$ cat src/rtl/kim_mips_control_pipe_if.sv
// rtl/kim_mips_control_pipe_if.sv - ID-stage inputs and pipelined control outputs of the main-control unit
interface kim_mips_control_pipe_if #(
    parameter int OP_W   = 6,
    parameter int REG_AW = 5
);
    logic              id_valid;
    logic [OP_W-1:0]   id_op_code;
    logic [REG_AW-1:0] id_rs;
    logic [REG_AW-1:0] id_rt;
    logic [REG_AW-1:0] id_rd;
    logic              hold;
    logic              flush;
    logic              stall;
    logic [10:0]       ex_ctrl;
    logic [10:0]       mem_ctrl;
    logic [10:0]       wb_ctrl;
    logic [REG_AW-1:0] ex_dst;
    logic [REG_AW-1:0] mem_dst;
    logic [REG_AW-1:0] wb_dst;
    logic              ex_illegal;

    modport master (
        output id_valid, id_op_code, id_rs, id_rt, id_rd, hold, flush,
        input  stall, ex_ctrl, mem_ctrl, wb_ctrl, ex_dst, mem_dst, wb_dst, ex_illegal
    );

    modport slave (
        input  id_valid, id_op_code, id_rs, id_rt, id_rd, hold, flush,
        output stall, ex_ctrl, mem_ctrl, wb_ctrl, ex_dst, mem_dst, wb_dst, ex_illegal
    );
endinterface

$ cat src/rtl/kim_mips_control_pipe.sv
// rtl/kim_mips_control_pipe.sv - MIPS main-control decode with ID/EX, EX/MEM, MEM/WB control pipeline
module kim_mips_control_pipe #(
    parameter int OP_W           = 6,
    parameter int REG_AW         = 5,
    parameter int ENABLE_BNE     = 1,
    parameter int ENABLE_IMM_ALU = 1
) (
    input  logic                   clk,
    input  logic                   reset,
    kim_mips_control_pipe_if.slave bus
);
    localparam logic [OP_W-1:0] OP_RTYPE = OP_W'(6'b000000);
    localparam logic [OP_W-1:0] OP_LW    = OP_W'(6'b100011);
    localparam logic [OP_W-1:0] OP_SW    = OP_W'(6'b101011);
    localparam logic [OP_W-1:0] OP_BEQ   = OP_W'(6'b000100);
    localparam logic [OP_W-1:0] OP_BNE   = OP_W'(6'b000101);
    localparam logic [OP_W-1:0] OP_J     = OP_W'(6'b000010);
    localparam logic [OP_W-1:0] OP_ADDI  = OP_W'(6'b001000);
    localparam logic [OP_W-1:0] OP_ANDI  = OP_W'(6'b001100);
    localparam logic [OP_W-1:0] OP_ORI   = OP_W'(6'b001101);
    localparam logic [OP_W-1:0] OP_SLTI  = OP_W'(6'b001010);

    // Bit order: [10] RegDst [9] Jump [8] BranchNe [7] Branch [6] MemtoReg
    //            [5:3] ALUOp [2] MemWrite [1] ALUSrc [0] RegWrite
    localparam logic [10:0] CW_RTYPE = 11'h411;
    localparam logic [10:0] CW_LW    = 11'h043;
    localparam logic [10:0] CW_SW    = 11'h006;
    localparam logic [10:0] CW_BEQ   = 11'h088;
    localparam logic [10:0] CW_BNE   = 11'h108;
    localparam logic [10:0] CW_J     = 11'h200;
    localparam logic [10:0] CW_ADDI  = 11'h003;
    localparam logic [10:0] CW_ANDI  = 11'h01B;
    localparam logic [10:0] CW_ORI   = 11'h023;
    localparam logic [10:0] CW_SLTI  = 11'h02B;

    localparam bit BNE_ON = (ENABLE_BNE != 0);
    localparam bit IMM_ON = (ENABLE_IMM_ALU != 0);

    logic [10:0]       dec_ctrl;
    logic              dec_illegal;
    logic [REG_AW-1:0] dec_dst;
    logic              hazard;

    logic [10:0]       ex_ctrl_q,  mem_ctrl_q,  wb_ctrl_q;
    logic [REG_AW-1:0] ex_dst_q,   mem_dst_q,   wb_dst_q;
    logic              ex_illegal_q;

    always_comb begin
        dec_ctrl    = '0;
        dec_illegal = 1'b0;
        if (bus.id_valid) begin
            case (bus.id_op_code)
                OP_RTYPE: dec_ctrl = CW_RTYPE;
                OP_LW:    dec_ctrl = CW_LW;
                OP_SW:    dec_ctrl = CW_SW;
                OP_BEQ:   dec_ctrl = CW_BEQ;
                OP_J:     dec_ctrl = CW_J;
                OP_ADDI:  dec_ctrl = CW_ADDI;
                OP_BNE: begin
                    if (BNE_ON) dec_ctrl = CW_BNE;
                    else        dec_illegal = 1'b1;
                end
                OP_ANDI: begin
                    if (IMM_ON) dec_ctrl = CW_ANDI;
                    else        dec_illegal = 1'b1;
                end
                OP_ORI: begin
                    if (IMM_ON) dec_ctrl = CW_ORI;
                    else        dec_illegal = 1'b1;
                end
                OP_SLTI: begin
                    if (IMM_ON) dec_ctrl = CW_SLTI;
                    else        dec_illegal = 1'b1;
                end
                default:  dec_illegal = 1'b1;
            endcase
        end
    end

    // A non-writing instruction carries dst 0 so it can never match a hazard compare.
    always_comb begin
        dec_dst = dec_ctrl[10] ? bus.id_rd : bus.id_rt;
        if (!dec_ctrl[0]) dec_dst = '0;
    end

    always_comb begin
        hazard = bus.id_valid && ex_ctrl_q[6] && ex_ctrl_q[0] && (ex_dst_q != '0) &&
                 ((ex_dst_q == bus.id_rs) || (ex_dst_q == bus.id_rt));
    end

    assign bus.stall = hazard && !bus.flush && !bus.hold;

    always_ff @(posedge clk or posedge reset) begin
        if (reset) begin
            ex_ctrl_q    <= '0;
            ex_dst_q     <= '0;
            ex_illegal_q <= 1'b0;
        end else if (!bus.hold) begin
            if (bus.flush || hazard) begin
                ex_ctrl_q    <= '0;
                ex_dst_q     <= '0;
                ex_illegal_q <= 1'b0;
            end else begin
                ex_ctrl_q    <= dec_ctrl;
                ex_dst_q     <= dec_dst;
                ex_illegal_q <= dec_illegal;
            end
        end
    end

    always_ff @(posedge clk or posedge reset) begin
        if (reset) begin
            mem_ctrl_q <= '0;
            mem_dst_q  <= '0;
        end else if (!bus.hold) begin
            if (bus.flush) begin
                mem_ctrl_q <= '0;
                mem_dst_q  <= '0;
            end else begin
                mem_ctrl_q <= ex_ctrl_q;
                mem_dst_q  <= ex_dst_q;
            end
        end
    end

    // The branch resolves in MEM, so the instruction already in MEM is not flushed.
    always_ff @(posedge clk or posedge reset) begin
        if (reset) begin
            wb_ctrl_q <= '0;
            wb_dst_q  <= '0;
        end else if (!bus.hold) begin
            wb_ctrl_q <= mem_ctrl_q;
            wb_dst_q  <= mem_dst_q;
        end
    end

    assign bus.ex_ctrl    = ex_ctrl_q;
    assign bus.mem_ctrl   = mem_ctrl_q;
    assign bus.wb_ctrl    = wb_ctrl_q;
    assign bus.ex_dst     = ex_dst_q;
    assign bus.mem_dst    = mem_dst_q;
    assign bus.wb_dst     = wb_dst_q;
    assign bus.ex_illegal = ex_illegal_q;
endmodule

$ cat src/flat_wrapper.sv
// flat-port wrapper written by rule: the top's interface ports become plain ports
module kim_mips_control_pipe_flat 
#(
    parameter int OP_W           = 6,
    parameter int REG_AW         = 5,
    parameter int ENABLE_BNE     = 1,
    parameter int ENABLE_IMM_ALU = 1
)
  (clk, reset, bus_id_valid, bus_id_op_code, bus_id_rs, bus_id_rt, bus_id_rd, bus_hold, bus_flush, bus_stall, bus_ex_ctrl, bus_mem_ctrl, bus_wb_ctrl, bus_ex_dst, bus_mem_dst, bus_wb_dst, bus_ex_illegal);
  kim_mips_control_pipe_if #(.OP_W(OP_W), .REG_AW(REG_AW)) bus_i ();
  input  logic clk;
  input  logic reset;
  input wire logic [$bits(bus_i.id_valid)-1:0] bus_id_valid;
  input wire logic [$bits(bus_i.id_op_code)-1:0] bus_id_op_code;
  input wire logic [$bits(bus_i.id_rs)-1:0] bus_id_rs;
  input wire logic [$bits(bus_i.id_rt)-1:0] bus_id_rt;
  input wire logic [$bits(bus_i.id_rd)-1:0] bus_id_rd;
  input wire logic [$bits(bus_i.hold)-1:0] bus_hold;
  input wire logic [$bits(bus_i.flush)-1:0] bus_flush;
  output wire logic [$bits(bus_i.stall)-1:0] bus_stall;
  output wire logic [$bits(bus_i.ex_ctrl)-1:0] bus_ex_ctrl;
  output wire logic [$bits(bus_i.mem_ctrl)-1:0] bus_mem_ctrl;
  output wire logic [$bits(bus_i.wb_ctrl)-1:0] bus_wb_ctrl;
  output wire logic [$bits(bus_i.ex_dst)-1:0] bus_ex_dst;
  output wire logic [$bits(bus_i.mem_dst)-1:0] bus_mem_dst;
  output wire logic [$bits(bus_i.wb_dst)-1:0] bus_wb_dst;
  output wire logic [$bits(bus_i.ex_illegal)-1:0] bus_ex_illegal;
  assign bus_i.id_valid = bus_id_valid;
  assign bus_i.id_op_code = bus_id_op_code;
  assign bus_i.id_rs = bus_id_rs;
  assign bus_i.id_rt = bus_id_rt;
  assign bus_i.id_rd = bus_id_rd;
  assign bus_i.hold = bus_hold;
  assign bus_i.flush = bus_flush;
  assign bus_stall = bus_i.stall;
  assign bus_ex_ctrl = bus_i.ex_ctrl;
  assign bus_mem_ctrl = bus_i.mem_ctrl;
  assign bus_wb_ctrl = bus_i.wb_ctrl;
  assign bus_ex_dst = bus_i.ex_dst;
  assign bus_mem_dst = bus_i.mem_dst;
  assign bus_wb_dst = bus_i.wb_dst;
  assign bus_ex_illegal = bus_i.ex_illegal;
  kim_mips_control_pipe #(.OP_W(OP_W), .REG_AW(REG_AW), .ENABLE_BNE(ENABLE_BNE), .ENABLE_IMM_ALU(ENABLE_IMM_ALU)) u_core (.clk(clk), .reset(reset), .bus(bus_i));
endmodule
$ cat config.mk
export PLATFORM = sky130hd
export DESIGN_NAME = kim_mips_control_pipe_flat
export DESIGN_NICKNAME = d
export VERILOG_FILES = /design/src/rtl/kim_mips_control_pipe_if.sv /design/src/rtl/kim_mips_control_pipe.sv /design/src/flat_wrapper.sv
export SDC_FILE = /design/constraint.sdc
export NUM_CORES = 1
export LEC_CHECK = 0
export BUFFER_PORTS_ARGS = -buffer_cell sky130_fd_sc_hd__buf_2
export CORE_ASPECT_RATIO = 0.8
export CORE_MARGIN = 2
export CORE_UTILIZATION = 27
export DETAILED_ROUTE_END_ITERATION = 12
export GPL_TIMING_DRIVEN = 1
export PLACE_DENSITY = 0.59
export SLEW_MARGIN = 0
export SYNTH_ARGS = -nofsm -noshare
export SYNTH_HDL_FRONTEND = slang
export SYNTH_SLANG_ARGS = --single-unit
$ cat constraint.sdc
create_clock -name clk -period 2.3 [get_ports clk]
set_input_delay 0.46 -clock clk [delete_from_list [all_inputs] [get_ports clk]]
set_output_delay 0.46 -clock clk [all_outputs]
set_load 0.02 [all_outputs]
---- Word-level counts from Yosys, hierarchy flattened ----
Index checks and enable logic that the tools add are counted.
storage, ports and cells
  word-level logic and storage cells ...... 42
  output and inout port bits .............. 50
  flip-flop bits (word level) ............. 49
  input bits .............................. 26
operators by class
  muxes and demuxes ....................... 11
  equal/unequal tests ..................... 11
  reduce and logical (&&, ||, !) cells .... 13
operators with widths
  kind                                                             count
  11-bit case mux with 10 select lines                             1
  11-bit two-way mux                                               3
  6-bit by 4-bit == test with 1-bit output, second input constant  4
  5-bit two-way mux                                                4
  6-bit by 3-bit == test with 1-bit output, second input constant  2
  6-bit == test, second input constant                             2
  5-bit == test                                                    2
  10-bit OR reduction                                              1
  6-bit by 2-bit == test with 1-bit output, second input constant  1
  1-bit logical AND                                                6
  6-bit zero test                                                  1
  5-bit nonzero test                                               1
  1-bit two-way mux                                                3
  1-bit zero test                                                  2
  1-bit logical OR                                                 2

---- Logic depth before layout (Yosys ltp) ----
Gate-level depths: netlist of run 1.
  depth in word-level cells ............... 6
  mapped depth ............................ 6
  depth with buffers taken out ............ 5

---- Worst setup path after synthesis of run 1 ----
Ideal clock, no wire load.
  path type ............................... register -> output
  start ................................... register u_core.ex_dst_q[1], in the netlist u_core.bus.ex_dst[1]
  end ..................................... output port bus_stall
  data arrival time ....................... 1710 ps
  data required time ...................... 1840 ps
  path buffers ............................ 0
  path slack .............................. 130 ps
  cell stages (with the launch flop) ...... 5
  cells stage by stage .................... dfrtp_1 > xor2_1 > nor3_1 > a22oi_1 > nor4_1
between the ends
  longest elaborated chain between the ends .. 5
  elaborated cells between the ends (all ways) .. 8
  those cells by class .................... 2 x eq/ne; 6 x reduce/logical
RTL lines
  what                                                          RTL line                                                  text
  from (decl)                                                   kim_mips_control_pipe.sv:45                               logic [REG_AW-1:0] ex_dst_q, mem_dst_q, wb_dst_q;
  from (signal assigned)                                        kim_mips_control_pipe.sv:105                              ex_dst_q <= dec_dst;
  5-bit == test / 5-bit nonzero test (equally long branches)    kim_mips_control_pipe.sv:88, kim_mips_control_pipe.sv:87
  1-bit logical OR / 1-bit logical AND (equally long branches)  kim_mips_control_pipe.sv:88, kim_mips_control_pipe.sv:87
  1-bit logical AND (*)                                         kim_mips_control_pipe.sv:87                               hazard = bus.id_valid && ex_ctrl_q[6] && ex_ctrl_q[0] && (ex_dst_q != '0) &&
  1-bit logical AND (*) (2 in series)                           kim_mips_control_pipe.sv:91                               assign bus.stall = hazard && !bus.flush && !bus.hold;
  to (decl)                                                     flat_wrapper.sv:20                                        output wire logic [$bits(bus_i.stall)-1:0] bus_stall;
Mark *: on every way between the ends. The rest lies on a longest branch, timed or not.

---- Worst setup path after layout of run 1 ----
Ends and elaborated chain as after synthesis.

==> run metrics, run 1 <==
post-layout util 36.52%; Total Power 1510 uW; Layout Skew approximately 0.0054 ns; HP Class input port to asynchronous set/reset pin; Die Area 9185 sq um; initial antenna violation count 0; outcome finished clean; Startpoint Class register; r2r setup slk roughly 0.38 ns; chip width 106.7 um; Seq cells post-synth 49; drt total wl slightly below 6 mm; Port Buf Inserts 75; combinational share of power 10.7%; Clock Latency Late Sink 0.30 ns; final-report hold violation count 0; CTS tree done; pre-CTS WS 0.06632 ns; hold buffers post-CTS 0; ant diodes 0; DR vias/cell 4.531; Worst VDD drop 200.3 uV; adder-cell share of the synthesized area 0%; I/O Pins 76; H-tree depth 2; clk slew on worst S/H paths 0.09 ns; Initial Util 28.25%; first-pass GRT wire length roughly 9 mm; Remaining DRCs 0; Crit Path Class register to output port; initial drt markers 68; area delta synth->final 29.25%; total number of vias 1,844; commonest register cell after synthesis dfrtp_1; PD cells 513.3 nW/um^2; pin count of the biggest net entering global routing 50; die height between 80 and 90 um; Critical R2R Launch u_core.bus.ex_dst[1]; Fillers 867; Critical Path RT 1.84 ns; Core Region 8055 sq um; Net Sw Frac 25.23%; Post-synth EDFFs 0; RSZ-0062 raised after global routing true; Final Wtd Congestion 0.8569; Slew Limit Headroom 57.88%; Setup Viol. Count Final 0; post-synthesis compound-gate area fraction 12.42%; Mapped Cells 219; Int Power 1129 uW; clk buf depth 2; fin. max-slew vios 0; CP endpoint kind output port; vias in the first global route 1,732; worst hold slack 0.3270 ns; Synth Area in Simple Gates 17.37%; Reg-to-Reg End u_core.bus.ex_dst[1]; sequential area share after synthesis 53.88%; P_sw 380.9 uW; Synth Warn # 0; Critical Path AT 1.80 ns; CTS Root Cell clkbuf_8; TritonRoute pass-1 iters 4; Synth Area in XOR/XNOR 3.848%; dpl hpwl 4.180 mm; gr usage total 12.64%; post-synthesis async set-or-reset flop share between 90% and 100%; layout cells sized above 1 around two fifths; critical-path maximum fanout 5; combinational family with the most area after synthesis simple AND/OR/NAND/NOR gates; Post-Syn Area per Cell 10.39 sq um; Synth cell types 33; antenna-violating nets left 0; FF-to-FF path depth 5; static leakage 0.001536 uW; Seq pwr share a little under 60%; Worst Setup SP u_core.bus.ex_dst[1]; # nets final 326; Max-Cap Viols 0; Final WS setup 0.03896 ns; WL/cell 14.18 um; syn_nets roughly 250; total clock buffers created by CTS 5; Mapped Area 2276 sq um; min cycle time layout 2.261 ns; grt total ovfl 0; CTS sink cnt 49; mux cell area share after synthesis 10.12%; num rows 29; Final Cycle Share 98.31%; Clk network pwr share 31.4%; Worst Tran Pin Value 0.6319 ns; end of the critical path bus_stall; Achievable Freq 442.3 MHz
worst min path at each step:
| stage | endpoint | cells after the start | start | slack, ns |
|---|---|---|---|---|
| after floorplan | u_core.bus.mem_ctrl[6] | 1 | bus_flush | 0.57 |
| after global placement | u_core.bus.wb_ctrl[8] | 1 | u_core.bus.wb_ctrl[8] | 0.48 |
| after detailed placement | u_core.bus.ex_illegal | 2 | u_core.bus.ex_illegal | 0.49 |
| after CTS | u_core.bus.wb_ctrl[10] | 3 | reset | 0.35 |
| after global routing | u_core.bus.mem_ctrl[10] | 3 | reset | 0.37 |
| final | u_core.bus.wb_ctrl[7] | 3 | reset | 0.33 |
what timing repair did:
item,in CTS,in global routing
endpoints found under the setup margin,1,1
gates cloned,0,0
setup buffers,5,2
gates resized for setup,9,1
pin swaps,5,3
layout make-up:
class	count	area, sq um	area share [%]
Clock buffer	5	68.82	2.339
Multi-Input combinational cell	156	1032	35.09
Timing Repair Buffer	87	465.4	15.82
Inverter	1	3.754	0.1276
Sequential cell	49	1231	41.85
Tap cell	108	135.1	4.594
Clock inverter	1	5.005	0.1701
per-stage QoR:
| stage | instances | area, sq um | TNS, ns |
|---|---|---|---|
| 2_1_floorplan | 219 | 2276 | 0 |
| 3_3_place_gp | 394 | 2774 | 0 |
| 3_5_place_dp | 394 | 2774 | 0 |
| 4_1_cts | 405 | 2925 | -0.02171 |
| 5_1_grt | 407 | 2942 | -0.02410 |
| 6_report | 407 | 2942 | 0 |
power by group through the flow:
stage	Clock [uW]	Combinational, uW	Sequential (uW)
after global placement	0	155	892
final	474	161	875
after CTS	497	163	875
after global routing	530	178	876
after floorplan	0	85.6	900
after detailed placement	0	156	892
synth_stat cells, types with 2 or more instances:
cell type  instances  share of area [%]
a22o_1             4                1.5
and2_1             2               0.55
clkbuf_1          11                1.8
dfrtp_1           49                 54
mux2_2            16                7.9
mux2i_1            5                2.2
nand2_1           33                5.4
nand2b_1          15                4.1
nand3_1            5                1.1
nand3b_1           2               0.66
nand4b_1           2               0.77
nor2_1            11                1.8
nor2b_1            2               0.55
nor3_1             4               0.88
o211ai_1           2               0.66
o21ai_0           28                6.2
o21ai_1            2               0.44
o41ai_2            2                1.4
xor2_1            10                3.8
worst max-delay path, cell delays in order, from the launching register on:
cell       delay, ns
dfrtp_2         0.45
or4_4           0.56
o2111ai_4       0.25
nor4_2          0.07
buf_2           0.17
per-layer routing:
metal  up-vias  routed length, um  GRT usage [%]
met3         5                291          2.660
li1        921                  -              -
met2        52               2410          18.01
met4         0                 64          4.250
met5         -                  0              0
met1       866               3006          18.91
sequential cells by signal, indices dropped and copies added (netlist names):
name	cells
u_core.bus.wb_dst	5
u_core.bus.wb_ctrl	11
u_core.bus.mem_dst	5
u_core.bus.mem_ctrl	11
u_core.bus.ex_illegal	1
u_core.bus.ex_dst	5
u_core.bus.ex_ctrl	11
cells in the final DEF, fill, tap and decap left out:
master / instances
o41ai_2: 2
clkinv_2: 1
o211ai_1: 2
dfrtp_1: 45
nor4_2: 1
nand3b_1: 2
o21ai_0: 28
nor3_1: 2
a22oi_2: 1
nor2_2: 1
a22o_1: 4
o22a_1: 1
buf_2: 75
xor2_1: 10
o21ai_1: 2
o2111ai_4: 1
nand3_1: 5
nand2_1: 33
dfrtp_2: 4
nor3_2: 2
nor3b_1: 1
a21oi_1: 1
o21a_1: 1
inv_2: 1
and2_1: 2
mux2i_1: 5
buf_4: 12
nor2_1: 11
or4_4: 1
nand2b_1: 15
or3_1: 1
nor2b_1: 2
nand4b_1: 2
clkbuf_8: 5
mux2_2: 16
a31oi_1: 1
cells by family (layout without fill, tap and decap cells):
| family | Yosys count | in the layout |
|---|---|---|
| AOI/OAI and AO/OA | 44 | 44 |
| xor gates and xnor gates | 10 | 10 |
| buffers and inverters | 14 | 94 |
| DFF | 49 | 49 |
| muxes | 21 | 21 |
| and+or+nand+nor | 81 | 81 |
Power figures use the tool's default switching activity.
==> run 2, diff against run 1 <==
--- a/config.mk
+++ b/config.mk
@@ -8,10 +8,10 @@
 export BUFFER_PORTS_ARGS = -buffer_cell sky130_fd_sc_hd__buf_2
 export CORE_ASPECT_RATIO = 0.8
 export CORE_MARGIN = 2
-export CORE_UTILIZATION = 27
+export CORE_UTILIZATION = 50
 export DETAILED_ROUTE_END_ITERATION = 12
 export GPL_TIMING_DRIVEN = 1
-export PLACE_DENSITY = 0.59
+export PLACE_DENSITY = 0.79
 export SLEW_MARGIN = 0
 export SYNTH_ARGS = -nofsm -noshare
 export SYNTH_HDL_FRONTEND = slang
==> run 2 against run 1 <==
Net effect: non-clock buffer count fell by 5; register-to-register slack improved by 0.04 ns; final area fell by 3.5%; first-iteration DRC count rose by 97%; hold slack got worse by 0.029 ns; combinational power fell by 6%; critical path type unchanged.
==> run metrics, run 2 (synthesis gave the netlist of run 1 again) <==
H-tree depth 2 (unchanged); initial drt markers 134 (+97%); Slew Limit Headroom 59.84% (+2.0 points); Layout Skew 0.007723 ns (+0.002281 ns); dpl hpwl 3.547 mm (-15%); antenna-violating nets left 0 (unchanged); vias in the first global route 1,734 (+0.12%); Worst Tran Pin Value 0.6024 ns (-0.02950 ns); met3 Use GR 3.955% (+1.3 points); TritonRoute pass-1 iters 4 (unchanged); layout cells sized above 1 39.19% (-1.9 points); first-pass GRT wire length 8.328 mm (-8.4%); final-report hold violation count 0 (unchanged); area delta synth->final 24.74%; WL/cell 13.94 um (-1.7%); Net Sw Frac 25.32% (+0.095 points); total clock buffers created by CTS 5 (unchanged); grt total ovfl 0 (unchanged); PD cells 537.4 nW/um^2 (+4.7%); CP endpoint kind output port; pre-CTS WS 0.2246 ns (+0.1583 ns); Initial Util 53.14% (+25 points); static leakage 0.001514 uW (-1.4%); initial antenna violation count 0 (unchanged); Clock Latency Late Sink 0.30 ns (about the same); drt total wl 4.922 mm (-15%); Reg-to-Reg End u_core.bus.ex_dst[0]; Critical R2R Launch u_core.bus.ex_dst[0]; die height 64.35 um (-25%); I/O Pins 76 (unchanged); CTS Root Cell clkbuf_8; Setup Viol. Count Final 0 (unchanged); # nets final 321 (-1.5%); Total Power 1526 uW (+1.0%); Final Wtd Congestion 0.8523 (-0.54%); clk slew on worst S/H paths 0.09 ns (about the same); min cycle time layout 2.238 ns (-0.02317 ns); clk buf depth 2 (unchanged); Core Region 4283 sq um (-47%); Achievable Freq 446.9 MHz (+1.0%); r2r setup slk 0.42 ns (+0.04 ns); FF-to-FF path depth 5 (unchanged); met1 Use GR 31.35% (+12 points); gr usage total 20.92% (+8.3 points); Critical Path AT 1.78 ns (-0.02 ns); P_sw 386.4 uW (+1.4%); commonest non-fill, non-tap cells in the layout buf_2 (74), dfrtp_1 (47), nand2_1 (33); most common cell after layout, fill and taps aside buf_2; Final Cycle Share 97.30% (-1.0 points); DR vias/cell 5.244 (+16%); Worst VDD drop 284.9 uV (+42%); outcome finished clean; Critical Path RT 1.84 ns (about the same); most crowded layer after global routing met1; Int Power 1139 uW (+0.92%); ant diodes 0 (unchanged); M2 GR Usage 30.67% (+13 points); Clk network pwr share 32.8% (+1.4 points); Seq pwr share 57.3% (-0.6 points); chip width 79.43 um (-26%); hold buffers post-CTS 0 (unchanged); HP Class input port to asynchronous set/reset pin; Startpoint Class register; RSZ-0062 raised after global routing false; Port Buf Inserts 75 (unchanged); Max-Cap Viols 0 (unchanged); post-layout util 66.29% (+30 points); num rows 21 (-28%); Die Area 5111 sq um (-44%); Crit Path Class register to output port; worst hold slack 0.2980 ns (-0.02901 ns); CTS tree done; fin. max-slew vios 0 (unchanged); Setup TNS Final 0 ns (unchanged); pin count of the biggest net entering global routing 59 (+18%); total number of vias 1,851 (+0.38%); Remaining DRCs 0 (unchanged); critical-path maximum fanout 6 (+1); CTS sink cnt 49 (unchanged); combinational share of power 9.9% (-0.8 points); Final WS setup 0.06213 ns (+0.02317 ns)
==> run 2: changes by cell type in the layout (fill, tap and decap cells not counted), sizes merged <==
cell      previous run  this run
clkbuf               5         6
clkinvlp             0         2
buf                 87        82
clkinv               1         0
==> run 2: power by group through the flow <==
stage               Sequential [uW]  Combinational [uW]  Clock [uW]
global placement                891                 146           0
floorplan                       900                85.6           0
global route                    876                 170         554
finish                          875                 151         500
detailed placement              892                 149           0
CTS                             875                 151         513
==> run 2: worst max path at each step <==
stage,start,to,slack (ns),cells after the start
floorplan,u_core.bus.ex_dst[1],bus_stall,0.13,4
global placement,bus_id_rs[1],bus_stall,0.22,6
detailed placement,bus_id_rs[1],bus_stall,0.22,6
CTS,u_core.bus.ex_dst[1],bus_stall,0.04,5
global route,u_core.bus.ex_dst[0],bus_stall,0.004,4
finish,u_core.bus.ex_dst[0],bus_stall,0.06,4
==> run 2: timing repair <==
action,4_1_cts,5_1_grt
pin swaps,1,1
resized for setup,3,4
setup buffers,1,2
endpoints found under the hold margin,0,0
setup endpoints to repair,1,1
==> run 2: area by class of cell <==
class | instances | area, sq um
fillers | 355 | 1444
flip-flops and latches | 49 | 1229
clock inverters | 2 | 15.01
repair buffers | 82 | 430.4
inverters | 1 | 3.754
multi-input cells | 156 | 1017
well taps | 57 | 71.32
clock buffers | 6 | 72.57
==> run 2: routing by layer <==
metal / vias to the layer above / wire [um]
li1: 907 / -
met1: 881 / 2367
met2: 56 / 2228
met3: 7 / 257
met4: 0 / 69
met5: - / 0
==> run 2: through the flow <==
stage               cell area (sq um)  std cells
floorplan                        2276        219
global placement                 2703        342
detailed placement               2703        342
CTS                              2809        351
global route                     2839        353
finish                           2839        353
==> run 2: critical path, stage by stage, from the launching register on <==
cell and delay (ns):
dfrtp_1 0.46, or4_1 0.54, o2111ai_2 0.24, nor4_2 0.08
buf_4 0.16
==> run 3, diff against run 2 <==
==> constraint.sdc (replaced) <==
create_clock -name clk -period 2.45 [get_ports clk]
set_input_delay 0.49 -clock clk [delete_from_list [all_inputs] [get_ports clk]]
set_output_delay 0.49 -clock clk [all_outputs]
set_load 0.02 [all_outputs]
==> run 3 against run 2 <==
Net effect: critical path type unchanged; sequential share of layout area up 0.31 points; via count rose by 0.22%; highest routed layer unchanged; setup slack gained 0.065 ns; first-iteration DRC count fell by 21%.
==> run metrics, run 3 (synthesis gave the netlist of run 1 again) <==
Total Power 1445 uW (-5.3%); antenna-violating nets left 0 (unchanged); Startpoint Class register; initial drt markers 106 (-21%); first-pass GRT wire length 8.362 mm (+0.41%); layout cells sized above 1 38.78% (-0.41 points); Final Cycle Share ~95%; Worst Setup SP u_core.bus.ex_dst[1]; initial antenna violation count 0 (unchanged); PD cells 512.5 nW/um^2 (-4.6%); slowest cell on the critical path or4_1; CP endpoint kind output port; area delta synth->final 23.86%; I/O Pins 76 (unchanged); post-layout util 65.82% (-0.47 points); clk buf depth 2 (unchanged); Critical Path RT 1.96 ns (+0.12 ns); most common cell after layout, fill and taps aside buf_2; Die Area 5111 sq um (unchanged); Top delay family on crit path simple AND/OR/NAND/NOR gates; H-tree depth 2 (unchanged); CTS sink cnt 49 (unchanged); Final WS setup 0.1267 ns (+0.06460 ns); Worst VDD drop 238.1 uV (-16%); vias in the first global route 1,739 (+0.29%); Setup TNS Final 0 ns (unchanged); Setup Viol. Count Final 0 (unchanged); fin. max-slew vios 0 (unchanged); Core Region 4283 sq um (unchanged); gr usage total 20.92% (about the same); RSZ-0062 raised after global routing false; pin count of the biggest net entering global routing 49 (-17%); CTS tree done; CP max stage delay 0.55 ns (about the same); Critical R2R Launch u_core.bus.ex_dst[1]; commonest non-fill, non-tap cells in the layout buf_2 (75), dfrtp_1 (47), nand2_1 (33); crit path cell chain or4_1, o2111ai_2, nor4_2, buf_2; die height 64.35 um (unchanged); total clock buffers created by CTS 5 (unchanged); outcome finished clean; Initial Util 53.14% (unchanged); Non-Filler Instances 351 (-0.57%); Final Wtd Congestion 0.8683 (+1.9%); Max-Cap Viols 0 (unchanged); Achievable Freq 430.4 MHz; Crit Path Class register to output port; num rows 21 (unchanged); chip width 79.43 um (unchanged); Layout Skew 0.002031 ns (-0.005692 ns); TritonRoute pass-1 iters 4 (unchanged); pre-CTS WS 0.3114 ns (+0.08676 ns); WL/cell 14.12 um (+1.2%); Clock Latency Late Sink 0.30 ns (about the same); min cycle time layout 2.323 ns; # nets final 319 (-0.62%); Slew Limit Headroom 70.21% (+10 points); HP Class input port to asynchronous set/reset pin; DR vias/cell 5.285 (+0.79%); clk slew on worst S/H paths 0.09 ns (about the same); dpl hpwl 3.657 mm (+3.1%); drt total wl 4.955 mm (+0.67%); Buffers & Inverters on Critical Path 1 (unchanged); CTS Root Cell clkbuf_8; ant diodes 0 (unchanged); Worst Tran Pin Value 0.4469 ns (-0.1555 ns); Port Buf Inserts 75 (unchanged); Critical Path AT 1.83 ns (+0.05 ns); critical-path maximum fanout 6 (unchanged); total number of vias 1,855 (+0.22%); Inst Count DP 343 (+0.29%); Remaining DRCs 0 (unchanged); static leakage 0.001510 uW (-0.26%); grt total ovfl 0 (unchanged); final-report hold violation count 0 (unchanged)
## run 3: cell types whose count changed in the layout (fill, tap and decap cells not counted)
cell,previous run,this run
clkbuf_1,1,0
inv_6,0,1
clkinv_2,0,1
buf_2,74,75
nor3_2,2,1
nor3_1,2,3
clkinvlp_4,2,1
buf_4,8,5
## run 3: final timing paths
path | cells after the start | end | slack [ns]
max | 4 | bus_stall | 0.13
min | 2 | u_core.bus.wb_dst[1] | 0.17
max reg2reg | 4 | u_core.bus.ex_ctrl[5] | 0.60
min reg2reg | 2 | u_core.bus.mem_ctrl[9] | 0.50
max in group asynchronous | 3 | u_core.bus.ex_dst[4] | 1.53
min in group clk | 3 | u_core.bus.ex_dst[4] | 0.46
## run 3: metal layers
metal	up-vias	routed length, um	track usage, %	share of wire (%)
met5	-	0	0	0
met4	0	15	5.172	0.30
met3	3	353	3.672	7.1
met2	76	2272	32.46	46
met1	867	2313	30.56	47
li1	909	-	-	-
## run 3: area by class of cell
class,instances,area (sq um)
Fill cell,355,1464
Sequential cell,49,1229
Multi-Input combinational cell,156,1012
Timing Repair Buffer,80,412.9
Tap cell,57,71.32
Clock buffer,5,68.82
Clock inverter,3,21.27
Inverter,1,3.754
## run 3: through the flow
stage	instance area [sq um]	hold WS, ns
final	2819	0.1721
after global routing	2819	0.2063
after CTS	2800	0.1820
after detailed placement	2710	0.4871
after global placement	2710	0.4707
after floorplan	2276	0.5929
## run 3: repair_timing
item                                    4_1_cts  5_1_grt
hold buffers                                  0        0
gates resized for setup                       0        5
endpoints found under the setup margin        0        1
setup buffers                                 0        0
## run 3: report_power, final
| group | leakage (uW) | switching, uW | internal, uW |
|---|---|---|---|
| logic | 0.000786 | 89.8 | 53.5 |
| registers | 0.000680 | 6.19 | 815 |
| clock network | 0.0000445 | 277 | 203 |
| total | 0.00151 | 373 | 1070 |
